**config.mk**
```make
export PLATFORM = sky130hd
export DESIGN_NAME = gpio_edge_irq_flat
export DESIGN_NICKNAME = d
export VERILOG_FILES = /design/src/rtl/gpio_edge_irq_if.sv /design/src/rtl/gpio_edge_irq.sv /design/src/flat_wrapper.sv
export SDC_FILE = /design/constraint.sdc
export NUM_CORES = 1
export LEC_CHECK = 0
export CORE_MARGIN = 8
export CORE_UTILIZATION = 44
export CTS_CLUSTER_SIZE = 30
export DETAILED_ROUTE_END_ITERATION = 6
export PLACE_DENSITY = 0.64
export SLEW_MARGIN = 5
export SYNTH_ARGS = -nofsm -noshare
export SYNTH_HDL_FRONTEND = slang
export SYNTH_SLANG_ARGS = --single-unit
```
**constraint.sdc**
```tcl
create_clock -name csi_MCLK_clk -period 13.9 [get_ports csi_MCLK_clk]
set_clock_uncertainty 0.15 [all_clocks]
set_input_delay 1.39 -clock csi_MCLK_clk [delete_from_list [all_inputs] [get_ports csi_MCLK_clk]]
set_output_delay 1.39 -clock csi_MCLK_clk [all_outputs]
set_load 0.02 [all_outputs]
```
**src/rtl/gpio_edge_irq_if.sv**
```systemverilog
// Memory-mapped slave bus for gpio_edge_irq: word-addressed register access
// with byte-lane writes and registered read data.
interface gpio_edge_irq_if;
  logic [2:0]  avs_gpio_address;
  logic [31:0] avs_gpio_writedata;
  logic [3:0]  avs_gpio_byteenable;
  logic        avs_gpio_write;
  logic        avs_gpio_read;
  logic [31:0] avs_gpio_readdata;
  logic        avs_gpio_waitrequest;

  modport master (
    output avs_gpio_address, avs_gpio_writedata, avs_gpio_byteenable,
           avs_gpio_write, avs_gpio_read,
    input  avs_gpio_readdata, avs_gpio_waitrequest
  );

  modport slave (
    input  avs_gpio_address, avs_gpio_writedata, avs_gpio_byteenable,
           avs_gpio_write, avs_gpio_read,
    output avs_gpio_readdata, avs_gpio_waitrequest
  );
endinterface

```
**src/rtl/gpio_edge_irq.sv**
```systemverilog
// 32-bit GPIO input block: synchronizer, edge detect, W1C capture, masked level irq.
// Optional per-pin debounce filter enabled by defining GPIO_DEBOUNCE_EN.
module gpio_edge_irq #(
  parameter int DEBOUNCE_CYCLES = 16
) (
  input  logic           csi_MCLK_clk,
  input  logic           rsi_MRST_reset,
  gpio_edge_irq_if.slave avs_gpio,
  input  logic [31:0]    coe_in,
  output logic           ins_irq_irq
);

  localparam logic [2:0] ADDR_DATA    = 3'd0;
  localparam logic [2:0] ADDR_RISE_EN = 3'd1;
  localparam logic [2:0] ADDR_FALL_EN = 3'd2;
  localparam logic [2:0] ADDR_CAPTURE = 3'd3;
  localparam logic [2:0] ADDR_MASK    = 3'd4;

  logic [31:0] s1, s2, f, prev;
  logic [31:0] rise_en, fall_en, capture, irq_mask;
  logic [31:0] rise, fall, cap_set, w1c;
  logic [31:0] be_mask, rd_mux;
  logic        wr_rise, wr_fall, wr_cap, wr_mask;

  function automatic logic [31:0] merge(input logic [31:0] old, input logic [31:0] wd,
                                        input logic [31:0] lanes);
    return (old & ~lanes) | (wd & lanes);
  endfunction

  assign avs_gpio.avs_gpio_waitrequest = 1'b0;

  always_ff @(posedge csi_MCLK_clk or posedge rsi_MRST_reset) begin
    if (rsi_MRST_reset) begin
      s1   <= '0;
      s2   <= '0;
      prev <= '0;
    end else begin
      s1   <= coe_in;
      s2   <= s1;
      prev <= f;
    end
  end

`ifdef GPIO_DEBOUNCE_EN
  localparam logic [7:0] DB_LAST = 8'(DEBOUNCE_CYCLES - 1);
  logic [7:0] db_cnt [32];

  // f follows s2 only after DEBOUNCE_CYCLES consecutive differing samples
  always_ff @(posedge csi_MCLK_clk or posedge rsi_MRST_reset) begin
    if (rsi_MRST_reset) begin
      f <= '0;
      for (int i = 0; i < 32; i++) db_cnt[i] <= 8'd0;
    end else begin
      for (int i = 0; i < 32; i++) begin
        if (s2[i] == f[i]) begin
          db_cnt[i] <= 8'd0;
        end else if (db_cnt[i] == DB_LAST) begin
          f[i]      <= s2[i];
          db_cnt[i] <= 8'd0;
        end else begin
          db_cnt[i] <= db_cnt[i] + 8'd1;
        end
      end
    end
  end

  wire unused_ok = &{1'b0, avs_gpio.avs_gpio_read};
`else
  assign f = s2;

  wire unused_ok = &{1'b0, avs_gpio.avs_gpio_read, DEBOUNCE_CYCLES[0]};
`endif

  assign rise = f & ~prev;
  assign fall = ~f & prev;

  assign be_mask = {{8{avs_gpio.avs_gpio_byteenable[3]}}, {8{avs_gpio.avs_gpio_byteenable[2]}},
                    {8{avs_gpio.avs_gpio_byteenable[1]}}, {8{avs_gpio.avs_gpio_byteenable[0]}}};

  assign wr_rise = avs_gpio.avs_gpio_write && (avs_gpio.avs_gpio_address == ADDR_RISE_EN);
  assign wr_fall = avs_gpio.avs_gpio_write && (avs_gpio.avs_gpio_address == ADDR_FALL_EN);
  assign wr_cap  = avs_gpio.avs_gpio_write && (avs_gpio.avs_gpio_address == ADDR_CAPTURE);
  assign wr_mask = avs_gpio.avs_gpio_write && (avs_gpio.avs_gpio_address == ADDR_MASK);

  // set is OR-ed after the clear so a new edge wins over a same-cycle W1C
  assign cap_set = (rise & rise_en) | (fall & fall_en);
  assign w1c     = wr_cap ? (avs_gpio.avs_gpio_writedata & be_mask) : '0;

  always_ff @(posedge csi_MCLK_clk or posedge rsi_MRST_reset) begin
    if (rsi_MRST_reset) begin
      rise_en     <= '0;
      fall_en     <= '0;
      capture     <= '0;
      irq_mask    <= '0;
      ins_irq_irq <= 1'b0;
    end else begin
      if (wr_rise) rise_en  <= merge(rise_en,  avs_gpio.avs_gpio_writedata, be_mask);
      if (wr_fall) fall_en  <= merge(fall_en,  avs_gpio.avs_gpio_writedata, be_mask);
      if (wr_mask) irq_mask <= merge(irq_mask, avs_gpio.avs_gpio_writedata, be_mask);
      capture     <= (capture & ~w1c) | cap_set;
      ins_irq_irq <= |(capture & irq_mask);
    end
  end

  always_comb begin
    rd_mux = '0;
    case (avs_gpio.avs_gpio_address)
      ADDR_DATA:    rd_mux = f;
      ADDR_RISE_EN: rd_mux = rise_en;
      ADDR_FALL_EN: rd_mux = fall_en;
      ADDR_CAPTURE: rd_mux = capture;
      ADDR_MASK:    rd_mux = irq_mask;
      default:      rd_mux = '0;
    endcase
  end

  always_ff @(posedge csi_MCLK_clk or posedge rsi_MRST_reset) begin
    if (rsi_MRST_reset) avs_gpio.avs_gpio_readdata <= '0;
    else                avs_gpio.avs_gpio_readdata <= rd_mux;
  end

endmodule
```
**src/flat_wrapper.sv**
```systemverilog
// flat-port wrapper written by rule: the top's interface ports become plain ports
module gpio_edge_irq_flat 
#(
  parameter int DEBOUNCE_CYCLES = 16
)
  (csi_MCLK_clk, rsi_MRST_reset, coe_in, ins_irq_irq, avs_gpio_avs_gpio_address, avs_gpio_avs_gpio_writedata, avs_gpio_avs_gpio_byteenable, avs_gpio_avs_gpio_write, avs_gpio_avs_gpio_read, avs_gpio_avs_gpio_readdata, avs_gpio_avs_gpio_waitrequest);
  gpio_edge_irq_if avs_gpio_i ();
  input  logic csi_MCLK_clk;
  input  logic rsi_MRST_reset;
  input  logic [31:0] coe_in;
  output logic ins_irq_irq;
  input wire logic [$bits(avs_gpio_i.avs_gpio_address)-1:0] avs_gpio_avs_gpio_address;
  input wire logic [$bits(avs_gpio_i.avs_gpio_writedata)-1:0] avs_gpio_avs_gpio_writedata;
  input wire logic [$bits(avs_gpio_i.avs_gpio_byteenable)-1:0] avs_gpio_avs_gpio_byteenable;
  input wire logic [$bits(avs_gpio_i.avs_gpio_write)-1:0] avs_gpio_avs_gpio_write;
  input wire logic [$bits(avs_gpio_i.avs_gpio_read)-1:0] avs_gpio_avs_gpio_read;
  output wire logic [$bits(avs_gpio_i.avs_gpio_readdata)-1:0] avs_gpio_avs_gpio_readdata;
  output wire logic [$bits(avs_gpio_i.avs_gpio_waitrequest)-1:0] avs_gpio_avs_gpio_waitrequest;
  assign avs_gpio_i.avs_gpio_address = avs_gpio_avs_gpio_address;
  assign avs_gpio_i.avs_gpio_writedata = avs_gpio_avs_gpio_writedata;
  assign avs_gpio_i.avs_gpio_byteenable = avs_gpio_avs_gpio_byteenable;
  assign avs_gpio_i.avs_gpio_write = avs_gpio_avs_gpio_write;
  assign avs_gpio_i.avs_gpio_read = avs_gpio_avs_gpio_read;
  assign avs_gpio_avs_gpio_readdata = avs_gpio_i.avs_gpio_readdata;
  assign avs_gpio_avs_gpio_waitrequest = avs_gpio_i.avs_gpio_waitrequest;
  gpio_edge_irq #(.DEBOUNCE_CYCLES(DEBOUNCE_CYCLES)) u_core (.csi_MCLK_clk(csi_MCLK_clk), .rsi_MRST_reset(rsi_MRST_reset), .avs_gpio(avs_gpio_i), .coe_in(coe_in), .ins_irq_irq(ins_irq_irq));
endmodule
```
==> metrics.md <==
| Metric | Value |
|---|---|
| Status | `complete, no violations` |
| Post-synthesis xor/xnor area fraction | `0%` |
| Largest family of logic cells by synthesized area | `multiplexers` |
| Post-CTS setup buffers | `0` |
| Number of antenna violations at the first check in global routing | `0` |
| Synthesized area | `10300 um2` |
| HP Class | `flip-flop to flip-flop` |
| Simple-Gate Fraction of Synth Area | `7.59%` |
| Drt first pass iters | `6` |
| Compound-Gate Fraction of Synth Area | `11.7%` |
| Clk buf depth | `3` |
| Layout area overhead | `22.3%` |
| Resized Gates After CTS | `0` |
| Number of DRC markers in iteration 0 | `570` |
| Via count | `6635` |
| Multiplexer share of the synthesized area | `16.3%` |
| CTS Hold Bufs | `0` |
| Fmax achieved | `261 MHz` |
| Post-Syn Instances | `722` |
| Main synth FF type | `dfrtp_1` |
| Most area-consuming cells after synthesis | `dfrtp_1, mux2_4, mux2_1` |
| Ant. Diodes | `0` |
| Final worst path period need | `3.83 ns` |
| Post-synth EDFFs | `0` |
| Worst path arrival time | `4.20 ns` |
| Global route overflow | `0` |
| Clock root cell | `clkbuf_16` |
| Residual DRC | `0` |
| Crit. End Element | `async pin` |
| Max cap viols | `0` |
| Cell row count | `56` |
| Top sig layer | `met4` |
| Post-DR wirelength/cell | `22.4 um` |
| HPWL after DPL | `16.5 mm` |
| Final setup violation count | `0` |
| Worst vdd ir | `0.000104 V` |
| DIE AREA | `28500 um2` |
| Hold Fails Final Rpt | `0` |
| Post-Synth Adder-Cell Area | `0%` |
| Core Area | `23200 um2` |
| Most used cell along the critical path | `buf_4` |
| Die H | `169 um` |
| Fillers | `1861` |
| Top delay family on crit path | `buffers and inverters` |
| PwrDens | `158 nW/um2` |
| Dpl cells | `1117` |
| Crit Path Category | `input port to async pin` |
| Met3 wire length | `1.76 mm` |
| Asr flop ratio synth | `100%` |
| Setup TNS | `0 ns` |
| Die W | `169 um` |
| Post-synth top area share | `62.5%` |
| Post-route clock period utilization | `27.6%` |
| Slew Limit Fails | `0` |
| Detail Route Antenna Nets | `0` |
| Static leakage | `5.33 nW` |
| Most frequent cell after synthesis | `dfrtp_1` |
| Unrepaired setup endpoints after global routing | `false` |
| CP Buf/Inv Count | `4` |
| Max stage delay cell, worst path | `buf_4` |
| Register area share after synthesis | `62.5%` |
| RD Place Congestion | `0.823` |
| Slowest stage delay, CP | `0.89 ns` |
| CP cell instances | `clkdlybuf4s50_1 > inv_8 > buf_4 > buf_4` |
| Io pins | `109` |
| Worst Setup Start Kind | `input port` |
| Cts bufs inserted | `28` |
| Clk_lat worst skew | `0.53 ns` |
| Worst endpoint required time | `14.27 ns` |
| Vias/cell | `5.68` |
| Total GRT Usage | `18.4%` |
| Post-synth net total | `797` |
| Met2 WL post-DR | `13.0 mm` |
| Largest net degree at the start of global routing | `101` |
| Synth warn | `0` |
| CTS tree | `built` |
| Share of cells above drive strength 1 | `16.1%` |
| Yosys cell types | `28` |
| Initial core utilization | `44.4%` |
| Global-route wire length before repair | `41.4 mm` |
| M1 WL | `10.8 mm` |
| Tightest Pin Transition | `1.13 ns` |
| Fin nets | `903` |
| Final instance count without filler cells | `1169` |
| Clock transition at path regs | `0.06 ns` |
| IO Port Bufs | `106` |
| Post-Syn Area per Cell | `14.3 um2` |
| Worst slew margin | `24.6%` |
| Seq cells post-synth | `257` |
| Vias in the first global route | `7363` |
| Post-synth top cells | `dfrtp_1, a22oi_1, nand2_1, mux2_4, mux2_1` |
| Largest area contributor in the netlist | `dfrtp_1` |
| Worst Path Max Fanout | `100` |
| H-tree depth | `1` |
| Clock Sinks | `257` |
| Routed wire length | `26.2 mm` |
## final cells by class
cell class	count	area (um2)	area share, %
Multi-Input combinational cell	428	3680	29.2
Clock inverter	12	121	0.964
Inverter	1	11.3	0.0895
Timing Repair Buffer	112	1100	8.71
Sequential cell	257	6430	51.1
Tap cell	319	399	3.17
Clock buffer	40	847	6.73
## logic make-up (layout without fill, tap and decap cells)
kind of cell	after synthesis	after routing
mux	128	128
buf+inv	37	165
flops	257	257
simple gates	123	123
compound gates	176	176
other cells	1	1
## per-stage QoR
step / hold WS [ns] / setup slack (ns) / cell area [um2] / utilization (%) / total power, W
2_1_floorplan: 0.181 / 5.29 / 10300 / - / 0.00111
3_3_place_gp: 0.181 / 9.44 / 11600 / 50.1 / 0.00122
3_5_place_dp: 0.185 / 9.30 / 11600 / 50.1 / 0.00124
4_1_cts: 0.198 / 9.86 / 12600 / 54.3 / 0.00200
5_1_grt: 0.205 / 9.52 / 12600 / 54.3 / 0.00206
6_report: 0.196 / 10.07 / 12600 / 54.3 / 0.00198
## power breakdown
part / leakage [nW] / switching, W / internal [W] / total (W)
Sequential: 3.02 / 0.0000895 / 0.000853 / 0.000942
Combinational: 1.83 / 0.000125 / 0.000159 / 0.000284
Clock: 0.475 / 0.000296 / 0.000460 / 0.000757
Total: 5.33 / 0.000511 / 0.00147 / 0.00198
## cells in the final DEF (no fill, tap or decap), drive strengths merged
master,instances
clkinv,6
nand3b,33
o21a,2
mux2,127
nor2b,1
inv,2
bufinv,2
conb,1
and4bb,3
o22ai,32
nor2,1
nand4,4
buf,8
clkbuf,40
o211ai,32
nand3,1
nand4b,1
clkdlybuf4s50,104
nand2,77
or4,1
mux2i,1
clkinvlp,3
o21ai,32
dfrtp,257
and2b,1
a22oi,78
## path summary, 6_finish.rpt
check / start / to / slack [ns] / depth (start not counted)
worst max-delay path: rsi_MRST_reset / async pin / 10.07 / 4
worst min-delay path: u_core.s1[28] / u_core.f[28] / 0.20 / 0
worst max register to register: u_core.capture[26] / u_core.ins_irq_irq / 12.17 / 3
worst min register to register: u_core.s1[28] / u_core.f[28] / 0.20 / 0
max in group csi_MCLK_clk: avs_gpio_avs_gpio_address[1] / u_core.capture[26] / 10.20 / 6
min in group asynchronous: rsi_MRST_reset / u_core.prev[26] / 1.20 / 2
## routing by layer
layer | vias up | track usage, %
met5 | - | 0
met4 | 0 | 7.49
li1 | 2903 | -
met2 | 267 | 30.8
met1 | 3408 | 23.2
met3 | 57 | 3.52
Note: power is estimated with default switching activity, not from simulation.
